--- src/rtl/fifo_pkg.sv ---
// Shared constants and helpers for the parametrised synchronous FIFO.
package fifo_pkg;

    // Default geometry and thresholds used when the FIFO is instantiated bare.
    localparam int DEF_DATA_W    = 8;
    localparam int DEF_DEPTH     = 16;
    localparam int DEF_AFULL_TH  = 12;
    localparam int DEF_AEMPTY_TH = 4;

    // Ceiling log2, usable in constant expressions (clog2(1) = 0).
    function automatic int clog2(input int value);
        int result;
        int remain;
        result = 0;
        remain = value - 1;
        while (remain > 0) begin
            result = result + 1;
            remain = remain >> 1;
        end
        return result;
    endfunction

endpackage

--- src/rtl/fifo_ptr_ctrl.sv ---
// Pointer, occupancy and status control for sync_fifo_param: accept
// decisions, wrap-bit pointers, count, threshold flags and sticky errors.
module fifo_ptr_ctrl
    import fifo_pkg::*;
#(
    parameter int DEPTH     = DEF_DEPTH,
    parameter int AFULL_TH  = DEF_AFULL_TH,
    parameter int AEMPTY_TH = DEF_AEMPTY_TH,
    parameter int AW        = clog2(DEF_DEPTH)
) (
    input  logic          clk,
    input  logic          reset,
    input  logic          flush,
    input  logic          wr_en,
    input  logic          rd_en,
    input  logic          clr_err,
    output logic          wr_acc,
    output logic          rd_acc,
    output logic [AW-1:0] wr_idx,
    output logic [AW-1:0] rd_idx,
    output logic [AW:0]   count,
    output logic          full,
    output logic          empty,
    output logic          almost_full,
    output logic          almost_empty,
    output logic          overflow,
    output logic          underflow
);

    localparam logic [AW:0] PTR_ONE    = {{AW{1'b0}}, 1'b1};
    localparam logic [AW:0] DEPTH_CNT  = DEPTH[AW:0];
    localparam logic [AW:0] AFULL_CNT  = AFULL_TH[AW:0];
    localparam logic [AW:0] AEMPTY_CNT = AEMPTY_TH[AW:0];

    logic [AW:0] wr_ptr;
    logic [AW:0] rd_ptr;
    logic        wr_room;
    logic        ovf_set;
    logic        unf_set;

    // Occupancy is the modular pointer difference; the extra wrap bit makes
    // full (DEPTH) and empty (0) distinguishable without extra state.
    assign count        = wr_ptr - rd_ptr;
    assign full         = (count == DEPTH_CNT);
    assign empty        = (count == '0);
    assign almost_full  = (count >= AFULL_CNT);
    assign almost_empty = (count <= AEMPTY_CNT);

    // A read in the same cycle frees the slot a write into a full FIFO needs.
    // Flush masks both requests so they neither move pointers nor flag errors.
    assign wr_room = ~full | rd_en;
    assign wr_acc  = ~flush & wr_en & wr_room;
    assign rd_acc  = ~flush & rd_en & ~empty;
    assign ovf_set = ~flush & wr_en & ~wr_room;
    assign unf_set = ~flush & rd_en & empty;

    assign wr_idx = wr_ptr[AW-1:0];
    assign rd_idx = rd_ptr[AW-1:0];

    // Advance pointers on accepted operations; flush returns both to zero.
    // NOTE: state registers use non-blocking assignments so every flop samples
    // the pre-edge values and simulation matches the synthesised hardware.
    always_ff @(posedge clk or negedge reset) begin
        if (!reset) begin
            wr_ptr <= '0;
            rd_ptr <= '0;
        end else if (flush) begin
            wr_ptr <= '0;
            rd_ptr <= '0;
        end else begin
            if (wr_acc) wr_ptr <= wr_ptr + PTR_ONE;
            if (rd_acc) rd_ptr <= rd_ptr + PTR_ONE;
        end
    end

    // Sticky error flags: a new error wins over a coincident clear.
    always_ff @(posedge clk or negedge reset) begin
        if (!reset) begin
            overflow  <= 1'b0;
            underflow <= 1'b0;
        end else begin
            if (ovf_set)      overflow <= 1'b1;
            else if (clr_err) overflow <= 1'b0;
            if (unf_set)      underflow <= 1'b1;
            else if (clr_err) underflow <= 1'b0;
        end
    end

endmodule

--- src/rtl/sync_fifo_param.sv ---
// Parametrised single-clock FIFO: RAM array plus registered read port,
// with pointer/flag control delegated to fifo_ptr_ctrl.
module sync_fifo_param
    import fifo_pkg::*;
#(
    parameter int DATA_W    = DEF_DATA_W,
    parameter int DEPTH     = DEF_DEPTH,
    parameter int AFULL_TH  = DEF_AFULL_TH,
    parameter int AEMPTY_TH = DEF_AEMPTY_TH
) (
    input  logic                   clk,
    input  logic                   reset,
    input  logic                   flush,
    input  logic                   wr_en,
    input  logic [DATA_W-1:0]      wr_data,
    input  logic                   rd_en,
    output logic [DATA_W-1:0]      rd_data,
    output logic                   rd_valid,
    output logic                   full,
    output logic                   empty,
    output logic                   almost_full,
    output logic                   almost_empty,
    output logic [clog2(DEPTH):0]  count,
    output logic                   overflow,
    output logic                   underflow,
    input  logic                   clr_err
);

    localparam int AW = clog2(DEPTH);

    // Reject geometries the pointer arithmetic cannot represent.
    if (DATA_W < 1) begin : g_bad_width
        $fatal(1, "sync_fifo_param: DATA_W must be >= 1");
    end
    if (DEPTH < 4 || (DEPTH & (DEPTH - 1)) != 0) begin : g_bad_depth
        $fatal(1, "sync_fifo_param: DEPTH must be a power of two >= 4");
    end
    if (AFULL_TH < 1 || AFULL_TH > DEPTH) begin : g_bad_afull
        $fatal(1, "sync_fifo_param: AFULL_TH must be in 1..DEPTH");
    end
    if (AEMPTY_TH < 0 || AEMPTY_TH > DEPTH - 1) begin : g_bad_aempty
        $fatal(1, "sync_fifo_param: AEMPTY_TH must be in 0..DEPTH-1");
    end

    logic              wr_acc;
    logic              rd_acc;
    logic [AW-1:0]     wr_idx;
    logic [AW-1:0]     rd_idx;
    logic [DATA_W-1:0] mem [DEPTH];

    fifo_ptr_ctrl #(
        .DEPTH     (DEPTH),
        .AFULL_TH  (AFULL_TH),
        .AEMPTY_TH (AEMPTY_TH),
        .AW        (AW)
    ) u_ptr_ctrl (
        .clk          (clk),
        .reset        (reset),
        .flush        (flush),
        .wr_en        (wr_en),
        .rd_en        (rd_en),
        .clr_err      (clr_err),
        .wr_acc       (wr_acc),
        .rd_acc       (rd_acc),
        .wr_idx       (wr_idx),
        .rd_idx       (rd_idx),
        .count        (count),
        .full         (full),
        .empty        (empty),
        .almost_full  (almost_full),
        .almost_empty (almost_empty),
        .overflow     (overflow),
        .underflow    (underflow)
    );

    // Store accepted write data.
    // NOTE: the RAM has no reset so it maps onto plain memory; stale contents
    // are never observable because the pointers gate every read.
    always_ff @(posedge clk) begin
        if (wr_acc) mem[wr_idx] <= wr_data;
    end

    // Registered read port: a same-slot write at full returns the old word
    // because the RAM update lands after this edge samples it.
    always_ff @(posedge clk or negedge reset) begin
        if (!reset) begin
            rd_data  <= '0;
            rd_valid <= 1'b0;
        end else if (flush) begin
            rd_valid <= 1'b0;
        end else if (rd_acc) begin
            rd_data  <= mem[rd_idx];
            rd_valid <= 1'b1;
        end else begin
            rd_valid <= 1'b0;
        end
    end

endmodule
--- config.mk ---
export PLATFORM = sky130hd
export DESIGN_NAME = sync_fifo_param
export DESIGN_NICKNAME = d
export VERILOG_FILES = /design/src/rtl/fifo_pkg.sv /design/src/rtl/fifo_ptr_ctrl.sv /design/src/rtl/sync_fifo_param.sv
export SDC_FILE = /design/constraint.sdc
export NUM_CORES = 1
export LEC_CHECK = 0
export BUFFER_PORTS_ARGS = -buffer_cell sky130_fd_sc_hd__buf_2
export CAP_MARGIN = 25
export CELL_PAD_IN_SITES_DETAIL_PLACEMENT = 2
export CELL_PAD_IN_SITES_GLOBAL_PLACEMENT = 2
export CORE_ASPECT_RATIO = 0.6
export CORE_MARGIN = 1
export CORE_UTILIZATION = 46
export CTS_CLUSTER_DIAMETER = 200
export DETAILED_ROUTE_END_ITERATION = 12
export HOLD_SLACK_MARGIN = 0.03
export PLACE_DENSITY = 0.79
export RECOVER_POWER = 25
export SYNTH_ARGS = -nofsm -noshare
export SYNTH_HDL_FRONTEND = slang
export SYNTH_SLANG_ARGS = --single-unit
--- constraint.sdc ---
create_clock -name clk -period 3.4 [get_ports clk]
set_clock_uncertainty 0.05 [all_clocks]
set_input_delay 0.17 -clock clk [delete_from_list [all_inputs] [get_ports clk]]
set_output_delay 0.17 -clock clk [all_outputs]
set_load 0.05 [all_outputs]
==> out/metrics.csv <==
metric,value,unit
endpoint_of_the_worst_slack_reg_to_reg_timing_path,mem[4][1]$_DFFE_PP_,
max_cap_violations,0,
ir_worst_vdd,0.000360,V
netlist-cell-type-count,41,
htree_num_levels,4,
clock.fmax,300,MHz
synth_top_area_cell,sky130_fd_sc_hd__edfxtp_1,
grtUsageTotal,0.304,
cts.path.max_buffers,2,
fin_nets,441,
routed-via-count,3729,
min_delay_worst_endpoint,mem[6][7]$_DFFE_PP_,
detail_route.first_pass.iterations,6,
detail_route.iter0.violations,324,
worst-r2r-cell-count,9,
gate_count_after_technology_mapping,367,
route.layer.met1.wl,9140,um
worst_setup_hold_path_clk_slew,70,ps
final.period_utilization,0.979,
timing.setup.critical_path_class,flip-flop to output port,
via_count_of_the_first_global_routing_pass,3994,
critical_path.startpoint,u_ptr_ctrl.wr_ptr[0]$_DFFE_PN0P_,
cts_setup_buffers,0,
insertion_delay,430,ps
min-delay-start,wr_data[7],
rsz_0062_raised_after_global_routing,no,
fp.coreArea,0.0131,sq mm
grt_antenna_before_repair,0,
netlist.area_leader.share,0.614,
met3_wirelength,1280,um
cts_tree,done,
seq_total_area_yosys,0.698,
avgSynthCellArea,17.1,sq um
sequentialPowerShare,0.337,
worst_path_max_fanout,8,
critical_path.endpoint_type,output port,
regToRegSetupSlack,90,ps
timing.critical_path.max_delay_family,adder cells,
mapped_nets,391,
boundary_pins,34,
cp_data_arrival_time,3110,ps
worstMarginPinSlew,932,ps
dp_hpwl,12800,um
worst_path_largest_cell_delay,440,ps
worst_setup_path_start_kind,flip-flop,
max-slew-margin-rel,0.379,
clock-root-buffer,sky130_fd_sc_hd__clkbuf_16,
power_density,871,mW/mm^2
drt_drc_violations_left,0,
start_util,0.480,
switchingPower,2.53,mW
finalHoldViolCount,0,
overflow,0,
number_of_enable_type_register_cells_in_the_synthesized_netlist,128,
cts_inserted_buffers,17,
detail_route.wirelength,20000,um
clock_sink_count,149,
finalPower,6.38,mW
crit_required,3180,ps
worstPathCellList,"inv_1, ha_1, fa_1, nand2b_1, a21oi_2, xnor2_2, buf_4, nand2_1, nor2_1, buf_2",
final_antenna_net_count,0,
total_die_area,0.0141,sq mm
synth_flop_cell,sky130_fd_sc_hd__edfxtp_1,
rows,32,
antenna_cells_inserted,0,
yosys_warn_count,0,
finalCriticalPeriod,3330,ps
async_reset_ff_frac,0.141,
worst_r2r_startpoint,u_ptr_ctrl.wr_ptr[0]$_DFFE_PN0P_,
route.top_layer_used,met4,
die_width,153,um
cell_types_with_the_largest_area_share_after_synthesis,"sky130_fd_sc_hd__edfxtp_1 61%, sky130_fd_sc_hd__mux4_2 12%, sky130_fd_sc_hd__dfrtp_1 8.4%, sky130_fd_sc_hd__and3_1 2.4%, sky130_fd_sc_hd__nand2_1 2.3%",
detailedPlace.worstSlack,-177,ps
drv_slew,0,
worst_slack,72.0,ps
die-height,92.4,um
timing.critical_path.buf_inv,3,
hold-path-cell-count,1,
ys_ff_latch,149,
layout-drive-gt1-share,0.305,
io_buffer_count,33,
power.internal,3.85,mW
area_growth,16.9,%
p_clk_frac,0.314,
pin_count_of_the_biggest_net_entering_global_routing,37,
mappedNetlistArea,0.00626,sq mm
finalSetupViolations,0,
combinationalPowerShare,0.349,
netSwitchingFraction,0.396,
grt_pass1_wl,28800,um
leakagePower,2.65,nW
place.gp.congestion,0.775,
viasPerCell,6.22,
holdCritPathClass,input pin to flip-flop,
met2RoutedLength,9280,um
critical-path-slowest-cell,sky130_fd_sc_hd__dfrtp_1,
status,finished clean,
detail_route.wl_per_cell,33.3,um
flip-flops by register name, summed over array words and instances, names as in the netlist:
register,cells
mem,128
u_ptr_ctrl.rd_ptr,5
u_ptr_ctrl.overflow,1
rd_data,8
rd_valid,1
u_ptr_ctrl.wr_ptr,5
u_ptr_ctrl.underflow,1
power groups by stage:
| stage | clock [mW] | sequential (mW) | combinational, mW |
|---|---|---|---|
| CTS | 2.02 | 2.15 | 2.21 |
| global route | 2.08 | 2.16 | 2.34 |
| finish | 2.00 | 2.15 | 2.23 |
| floorplan | 0 | 2.37 | 1.33 |
| detailed placement | 0 | 2.18 | 2.14 |
| global placement | 0 | 2.17 | 2.05 |
cells in the mapped netlist (4+ instances only):
library cell / number
sky130_fd_sc_hd__edfxtp_1: 128
sky130_fd_sc_hd__dfrtp_1: 21
sky130_fd_sc_hd__nor2b_1: 4
sky130_fd_sc_hd__nand4_1: 4
sky130_fd_sc_hd__nor2_1: 15
sky130_fd_sc_hd__clkbuf_1: 5
sky130_fd_sc_hd__nand2_1: 38
sky130_fd_sc_hd__and3_1: 24
sky130_fd_sc_hd__inv_1: 11
sky130_fd_sc_hd__nand2b_1: 7
sky130_fd_sc_hd__buf_2: 6
sky130_fd_sc_hd__a21oi_1: 7
sky130_fd_sc_hd__mux4_2: 32
sky130_fd_sc_hd__mux2_2: 12
sky130_fd_sc_hd__ha_1: 9
sky130_fd_sc_hd__a31oi_1: 9
layout by cell type (no fill, tap or decap), types with 2 or more instances in the layout:
| cell | Yosys | routed |
|---|---|---|
| sky130_fd_sc_hd__edfxtp_1 | 128 | 128 |
| sky130_fd_sc_hd__nand2_1 | 38 | 37 |
| sky130_fd_sc_hd__mux4_2 | 32 | 32 |
| sky130_fd_sc_hd__buf_2 | 6 | 28 |
| sky130_fd_sc_hd__dfrtp_1 | 21 | 20 |
| sky130_fd_sc_hd__and3_1 | 24 | 18 |
| sky130_fd_sc_hd__clkbuf_16 | 0 | 17 |
| sky130_fd_sc_hd__nor2_1 | 15 | 15 |
| sky130_fd_sc_hd__mux2_2 | 12 | 12 |
| sky130_fd_sc_hd__inv_1 | 11 | 11 |
| sky130_fd_sc_hd__buf_4 | 2 | 10 |
| sky130_fd_sc_hd__a31oi_1 | 9 | 9 |
| sky130_fd_sc_hd__ha_1 | 9 | 9 |
| sky130_fd_sc_hd__nand2b_1 | 7 | 7 |
| sky130_fd_sc_hd__and3_2 | 0 | 6 |
| sky130_fd_sc_hd__a21oi_1 | 7 | 6 |
| sky130_fd_sc_hd__clkinv_8 | 0 | 5 |
| sky130_fd_sc_hd__inv_8 | 0 | 5 |
| sky130_fd_sc_hd__clkbuf_1 | 5 | 5 |
| sky130_fd_sc_hd__nand4_1 | 4 | 4 |
| sky130_fd_sc_hd__nor2b_1 | 4 | 4 |
| sky130_fd_sc_hd__mux2_1 | 3 | 3 |
| sky130_fd_sc_hd__inv_6 | 0 | 3 |
| sky130_fd_sc_hd__clkinv_1 | 2 | 2 |
| sky130_fd_sc_hd__a21oi_2 | 1 | 2 |
| sky130_fd_sc_hd__nor3b_1 | 2 | 2 |
| sky130_fd_sc_hd__nand3_1 | 3 | 2 |
| sky130_fd_sc_hd__mux2i_1 | 2 | 2 |
| sky130_fd_sc_hd__dlygate4sd3_1 | 0 | 2 |
cell type report:
type	instances	area, sq um
clock buffer	17	425
clock inverter	15	203
fill	1118	5730
inverter	13	48.8
multi-input combinational	191	1810
sequential	149	4370
tap	170	213
timing repair buffer	45	254
cell families (layout without fill, tap and decap cells):
logic type,Yosys count,count (layout),share of synthesized area
flip-flops,149,149,0.698
buffers and inverters,27,90,0.0186
XOR/XNOR,4,4,0.00679
AND/OR/NAND/NOR,102,102,0.0813
adder cells (fa/ha/maj),10,10,0.0212
multiplexers,49,49,0.145
AO/OA/AOI/OAI,26,26,0.0294
worst max path at each step:
stage          depth (start not counted)                   to  slack [ps]
6_report                              10                empty          70
2_1_floorplan                         11  mem[4][0]$_DFFE_PP_          60
3_5_place_dp                           9  mem[5][1]$_DFFE_PP_        -180
5_1_grt                               10                empty          10
3_3_place_gp                           9  mem[5][7]$_DFFE_PP_         140
4_1_cts                               10                empty          20
metrics by stage:
| step | util | hold slack (ps) | cells | cell area (sq um) | setup TNS, ps |
|---|---|---|---|---|---|
| finish | 0.561 | 144 | 600 | 7320 | 0 |
| detailed placement | 0.510 | 140 | 566 | 6660 | -11040 |
| global route | 0.561 | 143 | 600 | 7320 | 0 |
| global placement | 0.510 | 123 | 566 | 6660 | 0 |
| floorplan | - | -176 | 367 | 6270 | 0 |
| CTS | 0.560 | 114 | 600 | 7310 | 0 |
timing repair:
item,4_1_cts,5_1_grt
hold buffers,2,0
endpoints found under the hold margin,23,0
endpoints found under the setup margin,128,78
resized for setup,5,5
pin swaps,0,0
layer usage:
layer,vias to the layer above,global-route usage
li1,1522,-
met1,2032,0.436
met2,150,0.464
met3,25,0.0791
met4,0,0.0800
met5,-,0
Power figures use the tool's default switching activity.
